$ cat src/rtl/cpu_pkg.sv
// Shared definitions for the ALU/memory sequencer.
// Opcodes, FSM state encoding and response flag bit positions.
package cpu_pkg;

    localparam logic [3:0] OP_NOP     = 4'b0000;
    localparam logic [3:0] OP_STORE   = 4'b0010;
    localparam logic [3:0] OP_LOAD    = 4'b0011;
    localparam logic [3:0] OP_COMPUTE = 4'b0100;

    localparam int FLG_C = 3;
    localparam int FLG_V = 2;
    localparam int FLG_N = 1;
    localparam int FLG_Z = 0;

    typedef enum logic [2:0] {
        S_IDLE,
        S_RD,
        S_CAP,
        S_CALC,
        S_WB,
        S_RSP
    } state_t;

endpackage

$ cat src/rtl/seq_decode.sv
// Instruction word decoder for the sequencer.
// Classifies the opcode and splits out the ALU and address fields.
module seq_decode
    import cpu_pkg::*;
#(
    parameter int ADDR_W = 8
) (
    input  logic [15:0]       cmd,
    output logic              is_nop,
    output logic              is_store,
    output logic              is_load,
    output logic              is_compute,
    output logic              is_illegal,
    output logic [2:0]        op,
    output logic              sub,
    output logic [ADDR_W-1:0] addr
);

    assign op   = cmd[11:9];
    assign sub  = cmd[8];
    assign addr = cmd[ADDR_W-1:0];

    // One-hot opcode classification; anything unlisted is illegal.
    always_comb begin
        is_nop     = 1'b0;
        is_store   = 1'b0;
        is_load    = 1'b0;
        is_compute = 1'b0;
        is_illegal = 1'b0;
        unique case (cmd[15:12])
            OP_NOP:     is_nop     = 1'b1;
            OP_STORE:   is_store   = 1'b1;
            OP_LOAD:    is_load    = 1'b1;
            OP_COMPUTE: is_compute = 1'b1;
            default:    is_illegal = 1'b1;
        endcase
    end

endmodule

$ cat src/rtl/alu_mem_sequencer.sv
// Multi-cycle sequencer mastering the shared ALU and data memory.
// Orders read, ALU evaluation and write-back for one instruction at a time.
module alu_mem_sequencer
    import cpu_pkg::*;
#(
    parameter int DATA_W = 16,
    parameter int ADDR_W = 8
) (
    input  logic              clk,
    input  logic              rst,
    input  logic              instr_valid,
    output logic              instr_ready,
    input  logic [15:0]       instr_cmd,
    input  logic [DATA_W-1:0] instr_number,
    output logic [ADDR_W-1:0] mem_addr,
    output logic              mem_rd_en,
    input  logic [DATA_W-1:0] mem_rdata,
    output logic              mem_wr_en,
    output logic [DATA_W-1:0] mem_wdata,
    output logic [DATA_W-1:0] alu_a,
    output logic [DATA_W-1:0] alu_b,
    output logic [2:0]        alu_op,
    output logic              alu_sub,
    input  logic [DATA_W-1:0] alu_result,
    input  logic              alu_cout,
    input  logic              alu_overflow,
    input  logic              alu_no,
    input  logic              alu_zo,
    output logic              rsp_valid,
    input  logic              rsp_ready,
    output logic [DATA_W-1:0] rsp_result,
    output logic [3:0]        rsp_flags,
    output logic              rsp_err
);

    state_t state, state_nxt;

    logic [15:0]       cmd_reg;
    logic [DATA_W-1:0] number_reg;
    logic [ADDR_W-1:0] addr_reg;
    logic [DATA_W-1:0] opa_reg;
    logic [DATA_W-1:0] opb_reg;
    logic [2:0]        op_reg;
    logic              sub_reg;
    logic [DATA_W-1:0] result_reg;
    logic [3:0]        flags_reg;
    logic              err_reg;

    logic [15:0]       dec_cmd;
    logic              d_nop, d_store, d_load, d_compute, d_illegal;
    logic [2:0]        d_op;
    logic              d_sub;
    logic [ADDR_W-1:0] d_addr;
    logic              accept;
    logic [3:0]        load_flags;
    logic [3:0]        alu_flags;

    // In IDLE the offered word is classified, afterwards the latched one.
    assign dec_cmd = (state == S_IDLE) ? instr_cmd : cmd_reg;

    seq_decode #(.ADDR_W(ADDR_W)) u_decode (
        .cmd        (dec_cmd),
        .is_nop     (d_nop),
        .is_store   (d_store),
        .is_load    (d_load),
        .is_compute (d_compute),
        .is_illegal (d_illegal),
        .op         (d_op),
        .sub        (d_sub),
        .addr       (d_addr)
    );

    assign instr_ready = (state == S_IDLE);
    assign accept      = instr_valid && instr_ready;

    assign load_flags = {2'b00, mem_rdata[DATA_W-1], mem_rdata == '0};

    // Pack the ALU flags into their response bit positions.
    always_comb begin
        alu_flags        = '0;
        alu_flags[FLG_C] = alu_cout;
        alu_flags[FLG_V] = alu_overflow;
        alu_flags[FLG_N] = alu_no;
        alu_flags[FLG_Z] = alu_zo;
    end

    // State register.
    always_ff @(posedge clk) begin
        if (rst) state <= S_IDLE;
        else     state <= state_nxt;
    end

    // Next-state selection.
    always_comb begin
        state_nxt = state;
        unique case (state)
            S_IDLE: begin
                if (accept) begin
                    if (d_nop || d_illegal) state_nxt = S_RSP;
                    else                    state_nxt = S_RD;
                end
            end
            S_RD:   state_nxt = S_CAP;
            S_CAP:  state_nxt = d_load ? S_RSP : S_CALC;
            S_CALC: state_nxt = d_store ? S_WB : S_RSP;
            S_WB:   state_nxt = S_RSP;
            S_RSP:  if (rsp_ready) state_nxt = S_IDLE;
            default: state_nxt = S_IDLE;
        endcase
    end

    // Datapath registers loaded as the instruction advances.
    always_ff @(posedge clk) begin
        if (rst) begin
            cmd_reg    <= '0;
            number_reg <= '0;
            addr_reg   <= '0;
            opa_reg    <= '0;
            opb_reg    <= '0;
            op_reg     <= '0;
            sub_reg    <= 1'b0;
            result_reg <= '0;
            flags_reg  <= '0;
            err_reg    <= 1'b0;
        end else begin
            unique case (state)
                S_IDLE: begin
                    if (accept) begin
                        cmd_reg    <= instr_cmd;
                        number_reg <= instr_number;
                        addr_reg   <= d_addr;
                        result_reg <= '0;
                        flags_reg  <= '0;
                        err_reg    <= d_illegal;
                    end
                end
                S_CAP: begin
                    if (d_load) begin
                        result_reg <= mem_rdata;
                        flags_reg  <= load_flags;
                    end else begin
                        opa_reg <= number_reg;
                        opb_reg <= mem_rdata;
                        op_reg  <= d_op;
                        sub_reg <= d_sub;
                    end
                end
                S_CALC: begin
                    result_reg <= alu_result;
                    flags_reg  <= alu_flags;
                end
                default: ;
            endcase
        end
    end

    assign mem_rd_en = (state == S_RD) && !rst;
    assign mem_wr_en = (state == S_WB) && !rst;
    assign mem_addr  = (mem_rd_en || mem_wr_en) ? addr_reg : '0;
    assign mem_wdata = mem_wr_en ? result_reg : '0;

    assign alu_a   = rst ? '0 : opa_reg;
    assign alu_b   = rst ? '0 : opb_reg;
    assign alu_op  = rst ? '0 : op_reg;
    assign alu_sub = !rst && sub_reg;

    assign rsp_valid  = (state == S_RSP) && !rst;
    assign rsp_result = rsp_valid ? result_reg : '0;
    assign rsp_flags  = rsp_valid ? flags_reg : '0;
    assign rsp_err    = rsp_valid && err_reg;

endmodule
$ cat config.mk
export PLATFORM = sky130hd
export DESIGN_NAME = alu_mem_sequencer
export DESIGN_NICKNAME = d
export VERILOG_FILES = /design/src/rtl/cpu_pkg.sv /design/src/rtl/seq_decode.sv /design/src/rtl/alu_mem_sequencer.sv
export SDC_FILE = /design/constraint.sdc
export NUM_CORES = 1
export LEC_CHECK = 0
export ABC_CLOCK_PERIOD_IN_PS = 3450
export CORE_ASPECT_RATIO = 1.1
export CORE_UTILIZATION = 49
export CTS_CLUSTER_DIAMETER = 150
export DETAILED_ROUTE_END_ITERATION = 8
export GPL_ROUTABILITY_DRIVEN = 0
export PLACE_DENSITY_LB_ADDON = 0.08
export SLEW_MARGIN = 10
export SYNTH_ARGS = -nofsm -noshare
export SYNTH_HDL_FRONTEND = slang
export SYNTH_SLANG_ARGS = --single-unit
$ cat constraint.sdc
create_clock -name clk -period 3.45 [get_ports clk]
set_input_delay 0.8625 -clock clk [delete_from_list [all_inputs] [get_ports clk]]
set_output_delay 0.8625 -clock clk [all_outputs]
set_load 0.01 [all_outputs]
==> results <==
## area by class of cell
class	instances	share of cell area, %
clock buffer	10	2.21
clock inverter	5	0.965
inverter	4	0.282
multi-input combinational	410	38.3
sequential	92	29.6
tap	114	2.29
timing repair buffer	165	26.3
## kinds of logic after synthesis
group	count (synthesis)	share of synthesized area (%)
buffers and inverters	49	7.15
AOI/OAI and AO/OA	108	16.2
and+or+nand+nor	284	31.8
xor gates and xnor gates	1	0.193
muxes	17	4.15
DFF	92	40.5
## where the power goes
| part | leakage, nW | internal (mW) | switching, mW | total [mW] |
|---|---|---|---|---|
| registers | 0.747 | 1.21 | 0.120 | 1.33 |
| logic | 1.28 | 0.466 | 0.639 | 1.11 |
| clock network | 0.0987 | 0.354 | 0.367 | 0.721 |
## through the flow
stage / std cells / util [%]
after floorplan: 551 / -
after CTS: 800 / 69.8
final: 800 / 69.8
after global placement: 785 / 67.6
after global routing: 800 / 69.8
after detailed placement: 785 / 67.6
## synth_stat cells (4+ instances only)
cell      instances  area [sq um]
clkbuf_1         17          63.8
buf_6             6          67.6
nor2_1            8          30.0
a21oi_1          60           300
a21oi_2          30           263
buf_4             9          67.6
nor2b_1          38           238
nand2_1         127           477
nand3_1          17          85.1
o21ai_0           4          20.0
nand2_2          30           188
mux2_2           15           169
nor4_1            4          25.0
dfxtp_1          92          1840
and2_1           46           288
buf_2             9          45.0
## placed cells by master, fill, tap and decap left out, types with 2 or more instances in the layout
cell | Yosys | routed
clkdlybuf4s50_1 | 0 | 155
nand2_1 | 127 | 126
dfxtp_1 | 92 | 92
a21oi_1 | 60 | 60
and2_1 | 46 | 46
nor2b_1 | 38 | 38
nand2_2 | 30 | 31
a21oi_2 | 30 | 30
nand3_1 | 17 | 17
mux2_2 | 15 | 15
clkbuf_8 | 0 | 10
buf_4 | 9 | 9
nor2_1 | 8 | 8
nor4_1 | 4 | 4
o21ai_0 | 4 | 4
and3_1 | 3 | 3
inv_1 | 3 | 3
a21o_1 | 3 | 3
nor3_1 | 3 | 3
nor2_4 | 2 | 2
a32oi_1 | 2 | 2
mux2i_1 | 2 | 2
o21a_1 | 2 | 2
## worst min path at each step
stage | start | to | slack (ns) | cells after the start
detailed placement | opa_reg[9]$_SDFFE_PP0P_ | opa_reg[9]$_SDFFE_PP0P_ | 0.44 | 2
global placement | number_reg[7]$_SDFFE_PP0P_ | opa_reg[7]$_SDFFE_PP0P_ | 0.44 | 2
floorplan | addr_reg[0]$_SDFFE_PP0P_ | addr_reg[0]$_SDFFE_PP0P_ | 0.43 | 2
CTS | opa_reg[9]$_SDFFE_PP0P_ | opa_reg[9]$_SDFFE_PP0P_ | 0.46 | 2
global route | opa_reg[7]$_SDFFE_PP0P_ | opa_reg[7]$_SDFFE_PP0P_ | 0.47 | 2
finish | opa_reg[9]$_SDFFE_PP0P_ | opa_reg[9]$_SDFFE_PP0P_ | 0.45 | 2
## layer usage
metal / GRT usage, % / wire [um]
met1: 28.9 / 4740
met2: 43.1 / 5880
met5: 0 / 0
met4: 8.17 / 178
met3: 4.13 / 760
## worst max-delay path, stage by stage
cell	delay, ns
buf_4	0.14
nor2_1	0.14
and3_1	0.50
and2_1	0.20
clkdlybuf4s50_1	0.54
==> key figures <==
Global route
  • Aggregate global-route resource usage: 24.0%
  • Initial antenna violation count: 0
  • Wire length of the first global-routing pass: 18.2 mm
  • Leftover overflow at the end of global routing: 0
  • Vias in the first global route: 3686
  • Largest net degree at the start of global routing: 89

Timing
  • Final hold vios: 0
  • Final period demand of the worst path: 3.24 ns
  • Worst-Margin Slew: 1.04 ns
  • Number of max-slew violations in the final report: 0
  • Final setup margin: 0.207 ns
  • Final setup violation count: 0
  • Worst Clk Skew: around 0.011 ns
  • Worst hold slack: around 0.45 ns
  • Share of the clock period used by the worst path: 94.0%
  • Accumulated negative setup slack: 0 ns
  • Headroom to the max-slew limit: 30.5%
  • Unrepaired setup endpoints after global routing: false
  • Highest attainable clock frequency: about 0.3 GHz

Clock tree
  • Master cell of the clock root buffer: clkbuf_8
  • Clock latency on the worst-skew pair: 0.34 ns
  • Inserted Clock Buffers: 9
  • Buffer depth of the longest clock path: 2
  • Maximum level of the CTS H-tree: 3
  • CTS tree: yes
  • Post-cts hold buffer count: 0
  • Clock slew seen by the registers of the worst setup and hold paths: 0.08 ns
  • Post-cts resize count: 0
  • Post-CTS Setup Inserts: 0
  • Count of clock tree sinks: 92

Critical path
  • Cell depth of the worst flop-to-flop path: 5
  • Setup slack on the worst flop-to-flop path: 1.15 ns
  • Crit path capture type: primary output
  • Worst Setup Start Kind: input pin
  • Maximum fanout count along the critical path: 17
  • Launch point of the worst path: rst
  • CP Capture Point: mem_wdata[5]
  • Endpoint arrival time on the critical path: between 2 and 2.5 ns
  • Critical path start-end classification: input pin to primary output
  • Required time of the critical path: 2.59 ns
  • RR Endpoint: op_reg[1]$_SDFFE_PP0P_
  • Launch point of the worst reg-to-reg path: state[0]$_SDFFE_PP0P_

Synth
  • Leading register cell type out of synthesis: dfxtp_1
  • Share of async-settable or async-resettable flops after synthesis: 0%
  • Share of synthesized area occupied by flip-flops and latches: about 40%
  • Post-synthesis cell count: 551
  • Synth Register Bits: 92
  • Average footprint of a synthesized cell: 8.25 sq um
  • Total standard cell area after synthesis: 0.00455 sq mm
  • Synth cell types: 41
  • Ys Warns: 0
  • Post-Syn Nets: just over 600
  • Number of flops mapped to enable cells by yosys: 0

Route
  • Number of DRC markers after the initial detailed-route iteration: around 130
  • Number of optimization iterations in the first detailed-route pass: 4
  • ANT nets after route: 0
  • Average routed wire per standard cell: 14.4 um
  • Routed via count divided by cell count: approximately 5.1
  • Final Routed Wirelength: roughly 12 mm
  • Number of remaining DRC errors: 0
  • Total number of vias: 4081

Finish
  • Antenna diode count: 0
  • Final design instance area without fill: 0.00622 sq mm
  • Filler instances: 762
  • Layout overhead on the synthesized area: 36.8%
  • Number of nets at the end of the flow: between 700 and 800
  • Footprint of the multi-input gates: approximately 0.0024 sq mm
  • Fraction of final layout cells sized beyond drive strength 1: 16.2%
  • Sequential cell area: ~0.0018 sq mm

Floorplanning
  • Width of the die: approximately 94 um
  • Number of top-level pins: 157
  • Area of the core: 0.00892 sq mm
  • Site row count: 36
  • Initial cell density of the core: about half
  • Total die area: 0.00967 sq mm
  • DIE HEIGHT: 103 um

Placement
  • HPWL after detailed placement: 8.24 mm
  • Total placed instance area: 0.00602 sq mm
  • Post-place setup slack: around 0.21 ns
  • Count of input and output buffers: 156

Run status
  • Outcome: completed

Pwr
  • Design Power: approximately 3.2 mW
  • Max IR drop VDD: 341 uV
  • Pwr Density: slightly above 500 mW/mm^2
  • Reported leakage power: ~2.1 nW

Min path
  • Hold/Removal Path Class: flop to flop

Flow run
  • Reported max-cap violation count: 0
(Power assumes the default switching activity.)
